`src/rtl/pe_r2_sdf.sv`:
```
// pe_r2_sdf: radix-2 single-path delay-feedback FFT stage.
//
// Sample n is paired with sample n+DEPTH through a DEPTH-long feedback delay line.
// During phase 1 the stage emits head+in and stores head-in back into the delay line.
// During the next phase 0 it emits those stored diffs multiplied by the external
// twiddle while refilling the line with fresh input. Every output is shifted right
// by `scaling` and then reduced to DW bits.
//
// Build option: define PE_SAT_EN to clamp out-of-range results. Without it they wrap.
// ovf is set in both builds.
//
// Ports:
//   clk        clock, all state updates on posedge
//   rst_n      synchronous active-low reset
//   in_valid   input sample valid; the pipeline advances only when it is high
//   in_r/in_i  input sample, DW-bit signed real/imag
//   tw_r/tw_i  twiddle, Q1.(TW_W-2); used on phase-0 advances only
//   scaling    arithmetic right shift 0..3 applied to every output
//   out_valid  output valid
//   out_r/out_i output sample, DW-bit signed real/imag
//   ovf        sticky overflow flag, cleared only by reset
module pe_r2_sdf #(
  parameter int DW    = 16,
  parameter int DEPTH = 8,
  parameter int TW_W  = 16
) (
  input  logic            clk,
  input  logic            rst_n,
  input  logic            in_valid,
  input  logic [DW-1:0]   in_r,
  input  logic [DW-1:0]   in_i,
  input  logic [TW_W-1:0] tw_r,
  input  logic [TW_W-1:0] tw_i,
  input  logic [1:0]      scaling,
  output logic            out_valid,
  output logic [DW-1:0]   out_r,
  output logic [DW-1:0]   out_i,
  output logic            ovf
);

  localparam int CW = $clog2(DEPTH) + 1;  // phase is the MSB
  localparam int HW = DW + 1;             // sum/diff width
  localparam int PW = HW + TW_W;          // full product width
  localparam int WW = PW + 1;             // complex product / common working width
  localparam int SH = TW_W - 2;

  localparam logic signed [WW-1:0] MAXV = {{(WW - DW + 1){1'b0}}, {(DW - 1){1'b1}}};
  localparam logic signed [WW-1:0] MINV = ~MAXV;

  logic [CW-1:0] cnt_q;
  logic          primed_q;
  logic [HW-1:0] dl_r [DEPTH];
  logic [HW-1:0] dl_i [DEPTH];

  logic          phase;
  logic          emit;
  logic [HW-1:0] head_r, head_i, in_xr, in_xi;
  logic [HW-1:0] sum_r, sum_i, diff_r, diff_i;
  logic [PW-1:0] p_rr, p_ii, p_ri, p_ir;
  logic [WW-1:0] mul_r, mul_i;
  logic signed [WW-1:0] mul_sh_r, mul_sh_i, pre_r, pre_i, scl_r, scl_i;
  logic          ovf_now;

  // Reduce a scaled result to DW bits: clamp or keep the low bits.
  function automatic logic [DW-1:0] reduce(input logic signed [WW-1:0] v);
`ifdef PE_SAT_EN
    if (v > MAXV) return MAXV[DW-1:0];
    if (v < MINV) return MINV[DW-1:0];
`endif
    return v[DW-1:0];
  endfunction

  assign phase  = cnt_q[CW-1];
  assign emit   = in_valid & (phase | primed_q);
  assign head_r = dl_r[DEPTH-1];
  assign head_i = dl_i[DEPTH-1];
  assign in_xr  = {in_r[DW-1], in_r};
  assign in_xi  = {in_i[DW-1], in_i};

  assign sum_r  = head_r + in_xr;
  assign sum_i  = head_i + in_xi;
  assign diff_r = head_r - in_xr;
  assign diff_i = head_i - in_xi;

  // Operands are sign-extended to the product width so the low PW bits are exact.
  assign p_rr = {{TW_W{head_r[HW-1]}}, head_r} * {{HW{tw_r[TW_W-1]}}, tw_r};
  assign p_ii = {{TW_W{head_i[HW-1]}}, head_i} * {{HW{tw_i[TW_W-1]}}, tw_i};
  assign p_ri = {{TW_W{head_r[HW-1]}}, head_r} * {{HW{tw_i[TW_W-1]}}, tw_i};
  assign p_ir = {{TW_W{head_i[HW-1]}}, head_i} * {{HW{tw_r[TW_W-1]}}, tw_r};

  assign mul_r = {p_rr[PW-1], p_rr} - {p_ii[PW-1], p_ii};
  assign mul_i = {p_ri[PW-1], p_ri} + {p_ir[PW-1], p_ir};

  always_comb begin
    mul_sh_r = $signed(mul_r) >>> SH;
    mul_sh_i = $signed(mul_i) >>> SH;
    pre_r    = phase ? $signed({{(WW - HW){sum_r[HW-1]}}, sum_r}) : mul_sh_r;
    pre_i    = phase ? $signed({{(WW - HW){sum_i[HW-1]}}, sum_i}) : mul_sh_i;
    scl_r    = pre_r >>> scaling;
    scl_i    = pre_i >>> scaling;
    ovf_now  = (scl_r > MAXV) || (scl_r < MINV) || (scl_i > MAXV) || (scl_i < MINV);
  end

  // Delay line: not reset; stale contents are never emitted because primed gates them.
  always_ff @(posedge clk) begin
    if (in_valid) begin
      dl_r[0] <= phase ? diff_r : in_xr;
      dl_i[0] <= phase ? diff_i : in_xi;
      for (int k = 1; k < DEPTH; k++) begin
        dl_r[k] <= dl_r[k-1];
        dl_i[k] <= dl_i[k-1];
      end
    end
  end

  always_ff @(posedge clk) begin
    if (!rst_n) begin
      cnt_q     <= '0;
      primed_q  <= 1'b0;
      out_valid <= 1'b0;
      out_r     <= '0;
      out_i     <= '0;
      ovf       <= 1'b0;
    end else begin
      out_valid <= emit;
      if (in_valid) begin
        cnt_q <= cnt_q + CW'(1);
        if (phase) primed_q <= 1'b1;
      end
      if (emit) begin
        out_r <= reduce(scl_r);
        out_i <= reduce(scl_i);
        ovf   <= ovf | ovf_now;
      end
    end
  end

endmodule
```
`config.mk`:
```
export PLATFORM = sky130hd
export DESIGN_NAME = pe_r2_sdf
export DESIGN_NICKNAME = d
export VERILOG_FILES = /design/src/rtl/pe_r2_sdf.sv
export SDC_FILE = /design/constraint.sdc
export NUM_CORES = 2
export LEC_CHECK = 0
export BUFFER_PORTS_ARGS = -buffer_cell sky130_fd_sc_hd__clkbuf_2
export CAP_MARGIN = 5
export CORE_MARGIN = 8
export CORE_UTILIZATION = 30
export CTS_CLUSTER_DIAMETER = 40
export DETAILED_ROUTE_END_ITERATION = 8
export HOLD_SLACK_MARGIN = 0.1
export PLACE_DENSITY = 0.53
export SYNTH_ARGS = -nofsm -noshare
export SYNTH_HDL_FRONTEND = slang
export SYNTH_SLANG_ARGS = --single-unit
```
`constraint.sdc`:
```
create_clock -name clk -period 19 [get_ports clk]
set_input_delay 3.8 -clock clk [delete_from_list [all_inputs] [get_ports clk]]
set_output_delay 3.8 -clock clk [all_outputs]
set_load 0.03 [all_outputs]
```
Word-level counts from Yosys, hierarchy flattened
Memory sizes are Yosys's and may differ from the RTL's.
Index checks and enable logic that the tools add are counted.
Storage, ports and cells
  register bits after elaboration: 39
  bits in writable memories: 272
  bits of input ports: 69
  word-level logic and storage cells: 38
  memories: 2
Memories
  dl_i: depth 8, width 17, rd ports 8, clocked after Yosys merged registers in 0, wr ports 8, line 53  | logic [HW-1:0] dl_i [DEPTH];
  dl_r: depth 8, width 17, rd ports 8, clocked after Yosys merged registers in 0, wr ports 8, line 52  | logic [HW-1:0] dl_r [DEPTH];
Operators by class
  add/sub/neg operators: 7
  $mul: 4
  $lt $le $gt $ge: 4
  shift-type cells: 2
  muxes and demuxes: 6
  bitwise logic cells: 3
  reduce and logical (&&, ||, !) cells: 4
Operator list (number)
  17-bit by 16-bit multiplier with 33-bit output: 4
  34-bit by 16-bit > comparator with 1-bit output, second input constant: 2
  34-bit by 16-bit < comparator with 1-bit output, second input constant: 2
  34-bit two-way mux: 2
  34-bit by 2-bit >>> shifter with 34-bit output: 2
  17-bit adder: 2
  33-bit by 33-bit adder with 34-bit output: 1
  17-bit two-way mux: 2
  17-bit subtractor: 2
  33-bit by 33-bit subtractor with 34-bit output: 1
  4-bit by 1-bit adder with 4-bit output, second input constant: 1
  1-bit logical OR: 3
  1-bit two-way mux: 2
  1-bit bitwise OR: 2
  2-bit AND reduction: 1
  1-bit bitwise AND: 1

Longest topological paths before layout
  depth in word-level cells: 9
  depth in mapped cells: 31

Worst setup path after synthesis
Ideal clock, no wire load.
  kind: input -> register
  start point: input port tw_i[0]
  end point: register ovf
  library setup time: 0.133 ns
  data arrival time: 11.712 ns
  required time: 18.867 ns
  path slack: 7.155 ns
  stages on the path: 29
  buffers on the path: 1
  path through: clkbuf_1 nand2_1 inv_1 fa_1 inv_1 fa_1 inv_1 fa_1 inv_1 fa_1 fa_1 fa_1 fa_1 inv_1 fa_1 inv_1 ha_1 a21o_1 a211o_1 o221ai_4 o22a_4 a31oi_2 o21a_1 mux2_4 o41a_1 mux2_2 mux2_4 o31ai_2 o311ai_1
Between the ends
  word-level cells in the longest chain between the ends: 9
  elaborated cells between the ends (all ways): 16
  those cells by class: 2 x add/sub; 2 x mul; 4 x order compare; 2 x shift; 2 x mux; 1 x bitwise; 3 x reduce/logical
Ends and longest elaborated chain
  start: declaration: line 33  | input logic [TW_W-1:0] tw_i,
  17-bit by 16-bit multiplier with 33-bit output: line 87  | assign p_ii = {{TW_W{head_i[HW-1]}}, head_i} * {{HW{tw_i[TW_W-1]}}, tw_i};
  33-bit by 33-bit subtractor with 34-bit output: line 91  | assign mul_r = {p_rr[PW-1], p_rr} - {p_ii[PW-1], p_ii};
  34-bit two-way mux: line 97  | pre_r = phase ? $signed({{(WW - HW){sum_r[HW-1]}}, sum_r}) : mul_sh_r;
  34-bit by 2-bit >>> shifter with 34-bit output: line 99  | scl_r = pre_r >>> scaling;
  34-bit by 16-bit > comparator with 1-bit output / 34-bit by 16-bit < comparator with 1-bit output (equally long branches): line 101  | ovf_now = (scl_r > MAXV) || (scl_r < MINV) || (scl_i > MAXV) || (scl_i < MINV);
  1-bit logical OR (2 in a row): line 101
  1-bit logical OR (*): line 101
  1-bit bitwise OR (*): line 133  | ovf <= ovf | ovf_now;
  end signal: assignment: line 133
  end: declaration: line 38  | output logic ovf
Mark *: on every way between the ends. The rest lies on a longest branch, timed or not.
A chain may end at the register's enable or synchronous reset.

Worst setup path after layout
  start point: input port tw_r[15]
  end point: register ovf
Between the ends
  word-level cells in the longest chain between the ends: 9
  elaborated cells between the ends (all ways): 16
  those cells by class: 2 x add/sub; 2 x mul; 4 x order compare; 2 x shift; 2 x mux; 1 x bitwise; 3 x reduce/logical
Ends and longest elaborated chain
  start: declaration: line 32  | input logic [TW_W-1:0] tw_r,
  17-bit by 16-bit multiplier with 33-bit output: line 86  | assign p_rr = {{TW_W{head_r[HW-1]}}, head_r} * {{HW{tw_r[TW_W-1]}}, tw_r};
  33-bit by 33-bit subtractor with 34-bit output: line 91
  34-bit two-way mux: line 97
  34-bit by 2-bit >>> shifter with 34-bit output: line 99
  34-bit by 16-bit > comparator with 1-bit output / 34-bit by 16-bit < comparator with 1-bit output (equally long branches): line 101
  1-bit logical OR (2 in a row): line 101
  1-bit logical OR (*): line 101
  1-bit bitwise OR (*): line 133
Marks and branches as above.

==> impl_metrics.csv <==
group,metric,value,unit
timing,tightest_slew,1.265,ns
cells_and_area,mostFrequentLayoutCells,"1415 x sky130_fd_sc_hd__inv_1, 1236 x sky130_fd_sc_hd__fa_1, 553 x sky130_fd_sc_hd__nand2_1",
timing,finClkSkew,0.01432,ns
floorplanning,fp.dieH,447.2,um
grt,global_route.overflow_total,0,
floorplanning,die_w,447.2,um
worst_hold_path,hold_path.class,"flop to flop",
yosys,asyncSetResetFlopFracSynth,0,
critical_path,worstReg2RegStart,"dl_i[1][67]",
yosys,syn_area,55780,um2
critical_path,critPathLaunchType,"input pin",
critical_path,timing.critical_path.depth,26,
clock_tree,clock_sinks,311,
floorplanning,design.die.area,200000,um2
clock_tree,cts_setup_buffers,0,
worst_hold_path,hold-path-endpoint,"dl_r[1][55]",
yosys,synth.distinct_cells,77,
detailed_routing,vias,36770,
worst_hold_path,hp-start,"dl_r[1][38]",
worst_hold_path,whs_path_depth,0,
detailed_routing,detail_route.vias_per_cell,4.592,
place,port_buffers,102,
timing,tns,0,ns
flow_run,max_cap_violations,0,
clock_tree,worstSkewPairLatency,0.58,ns
critical_path,critical_path.max_stage_delay,0.98,ns
critical_path,critical-path-top-cell-by-count,"sky130_fd_sc_hd__fa_1",
cells_and_area,final_cell_area,59760,um2
floorplanning,core_box_area,185000,um2
critical_path,path_class,"input pin to flop",
critical_path,number_of_cells_on_the_worst_reg_to_reg_path,27,
detailed_routing,route.final.wire_length,153500,um
cells_and_area,layout_commonest_cell,"sky130_fd_sc_hd__inv_1",
place,place.detailed.instances,7953,
grt,initial_antenna_violation_count,19,
clock_tree,tritoncts_clock_tree,"done",
grt,global_route.usage.met2,0.2606,
timing,clock.fmax,0.07748,GHz
timing,final-max-slew-violation-count,0,
cells_and_area,number_of_nets_at_the_end_of_the_flow,7181,
grt,grt.met3_usage,0.01999,
yosys,syn_area_per_cell,10.02,um2
critical_path,r2r_setup_slack,9.29,ns
timing,relSlewSlack,0.1567,
yosys,synth-main-ff-cell,"sky130_fd_sc_hd__edfxtp_1",
detailed_routing,detail_route.first_pass.iterations,6,
yosys,mappedNetlistNets,7246,
timing,timing.final.crit_period,12.91,ns
critical_path,path_buf_inv,4,
clock_tree,clock_tree.root_cell,"sky130_fd_sc_hd__clkbuf_16",
grt,grt_pass1_vias,39400,
status,status,"completed",
critical_path,cpLargestDelayFamily,"adder cells",
grt,gr-max-usage-layer,"met2",
cells_and_area,final_cell_count_without_fillers,8007,
grt,grt_start_max_net_pins,83,
detailed_routing,wl_per_cell,19.17,um
floorplanning,rows,158,
critical_path,end_kind,"flop",
yosys,post_synth_inst_count,5568,
cells_and_area,layout-drive-gt1-share,0.04293,
yosys,ys_ff_latch,311,
detailed_routing,drt_iter0_markers,2485,
clock_tree,cts_repair_resize_count,0,
critical_path,r2r-end,"ovf",
clock_tree,htree_levels,1,
clock_tree,cts.reportedPaths.clkPinSlew,0.07,ns
timing,setup_violations,0,
critical_path,timing.critical_path.required,19.48,ns
clock_tree,cts_max_path_buffers,3,
place,place_hpwl,114600,um
timing,grt_setup_unrepaired,"no",
timing,hold_viol_final,0,
detailed_routing,drc_errors,0,
grt,grt_usage,0.1560,
critical_path,arrival_time_at_the_worst_endpoint,13.39,ns
critical_path,timing.critical_path.slowest_stage_cell,"sky130_fd_sc_hd__clkinv_1",
detailed_routing,antenna_left,0,
place,gp_routability_congestion,0.8490,
cells_and_area,synthToLayoutAreaGrowth,7.131,%
yosys,synthesis.yosys.warnings,0,
critical_path,critical_path.max_fanout,19,
yosys,synth_enable_flop_cells,272,
clock_tree,cts_buffers,28,
floorplanning,number_of_placed_i_o_pins,103,
grt,gr-usage-met1,0.2086,
timing,fin_crit_sh,0.6793,
floorplanning,starting_density_of_the_core,0.3015,
place,postPlaceCellArea,58890,um2
yosys,synth-seq-area-share,0.1604,
clock_tree,cts-hold-fix-buffers,0,
grt,grt_first_pass_wirelength,240300,um
## how the worst max path moves through the flow
stage	startpoint	endpoint	slack (ns)
after global placement	tw_r[15]	ovf	5.68
after global routing	tw_r[15]	ovf	5.73
after detailed placement	tw_r[15]	ovf	5.54
after CTS	tw_r[15]	ovf	6.13
final	tw_r[15]	ovf	6.09
after floorplan	tw_i[0]	ovf	7.16
## layout make-up
type                       count  area (um2)
fill                       19260      125300
tap                         2480        3103
inverter                    1418        5323
clock inverter                12       122.6
timing repair buffer         161       963.4
sequential                   311        8952
antenna                        6       15.01
clock buffer                  36       730.7
multi-input combinational   3583       40550
## through the flow
step / worst slack [ns] / util / hold slack (ns)
after floorplan: 7.155 / - / 0.4003
after global placement: 5.675 / 0.3183 / 0.4003
after detailed placement: 5.536 / 0.3183 / 0.4045
after CTS: 6.129 / 0.3229 / 0.4114
after global routing: 5.728 / 0.3229 / 0.4192
final: 6.093 / 0.3230 / 0.4099
## state kept, by name, indices dropped and copies added (netlist names)
signal	flops
out_r	16
out_i	16
primed_q	1
dl_r	136
ovf	1
cnt_q	4
out_valid	1
dl_i	136
## per-layer routing
layer  up-vias  wire length [um]
li1      16380                 -
met1     19170             64350
met2       979             74160
met3       233              8138
met4         6              6802
met5         -                41
## cells by family (layout without fill, tap and decap cells)
kind of cell,Yosys count,count (layout),synth area share
other,0,6,0
xor gates and xnor gates,111,111,0.01743
DFF,311,311,0.1604
adders and majority gates,1609,1609,0.5273
and+or+nand+nor,1436,1436,0.1287
AOI/OAI and AO/OA,386,386,0.04536
buffers and inverters,1674,1627,0.1126
muxes,41,41,0.008187
## synth_stat cells (4+ instances only)
library cell | count | area, um2
sky130_fd_sc_hd__o311ai_0 | 4 | 35.03
sky130_fd_sc_hd__a21o_1 | 23 | 172.7
sky130_fd_sc_hd__o211ai_1 | 20 | 150.1
sky130_fd_sc_hd__nor3_1 | 29 | 145.1
sky130_fd_sc_hd__o21ai_0 | 102 | 510.5
sky130_fd_sc_hd__and3_1 | 8 | 50.05
sky130_fd_sc_hd__nand4_1 | 20 | 125.1
sky130_fd_sc_hd__o21a_1 | 14 | 105.1
sky130_fd_sc_hd__inv_1 | 1415 | 5311
sky130_fd_sc_hd__a21boi_0 | 7 | 52.55
sky130_fd_sc_hd__xor2_1 | 18 | 157.7
sky130_fd_sc_hd__nor4_1 | 10 | 62.56
sky130_fd_sc_hd__mux2i_1 | 28 | 280.3
sky130_fd_sc_hd__clkbuf_1 | 247 | 927.1
sky130_fd_sc_hd__fa_1 | 1236 | 24740
sky130_fd_sc_hd__o31a_1 | 5 | 43.79
sky130_fd_sc_hd__and2_1 | 547 | 3422
sky130_fd_sc_hd__or2_2 | 9 | 56.30
sky130_fd_sc_hd__nand3_1 | 33 | 165.2
sky130_fd_sc_hd__xnor2_1 | 93 | 814.5
sky130_fd_sc_hd__nand2b_1 | 35 | 219.0
sky130_fd_sc_hd__o211a_1 | 5 | 50.05
sky130_fd_sc_hd__o41ai_1 | 4 | 35.03
sky130_fd_sc_hd__nor2b_1 | 16 | 100.1
sky130_fd_sc_hd__or3_1 | 12 | 75.07
sky130_fd_sc_hd__a31oi_1 | 16 | 100.1
sky130_fd_sc_hd__o21bai_1 | 10 | 75.07
sky130_fd_sc_hd__o21ai_1 | 7 | 35.03
sky130_fd_sc_hd__dfxtp_1 | 39 | 780.8
sky130_fd_sc_hd__nand2_1 | 553 | 2076
sky130_fd_sc_hd__o31ai_1 | 11 | 82.58
sky130_fd_sc_hd__nor3b_1 | 9 | 67.56
sky130_fd_sc_hd__a211o_1 | 7 | 61.31
sky130_fd_sc_hd__o221ai_1 | 5 | 43.79
sky130_fd_sc_hd__a211oi_1 | 8 | 60.06
sky130_fd_sc_hd__a21oi_1 | 95 | 475.5
sky130_fd_sc_hd__ha_1 | 373 | 4667
sky130_fd_sc_hd__edfxtp_1 | 272 | 8168
sky130_fd_sc_hd__buf_1 | 9 | 33.78
sky130_fd_sc_hd__nor2_1 | 147 | 551.8
sky130_fd_sc_hd__o221a_2 | 4 | 45.04
sky130_fd_sc_hd__mux2_2 | 9 | 101.4
Power is left out: the tool's default activity adds up to more than one toggle a clock period on the data nets, which glitch-free logic cannot reach.
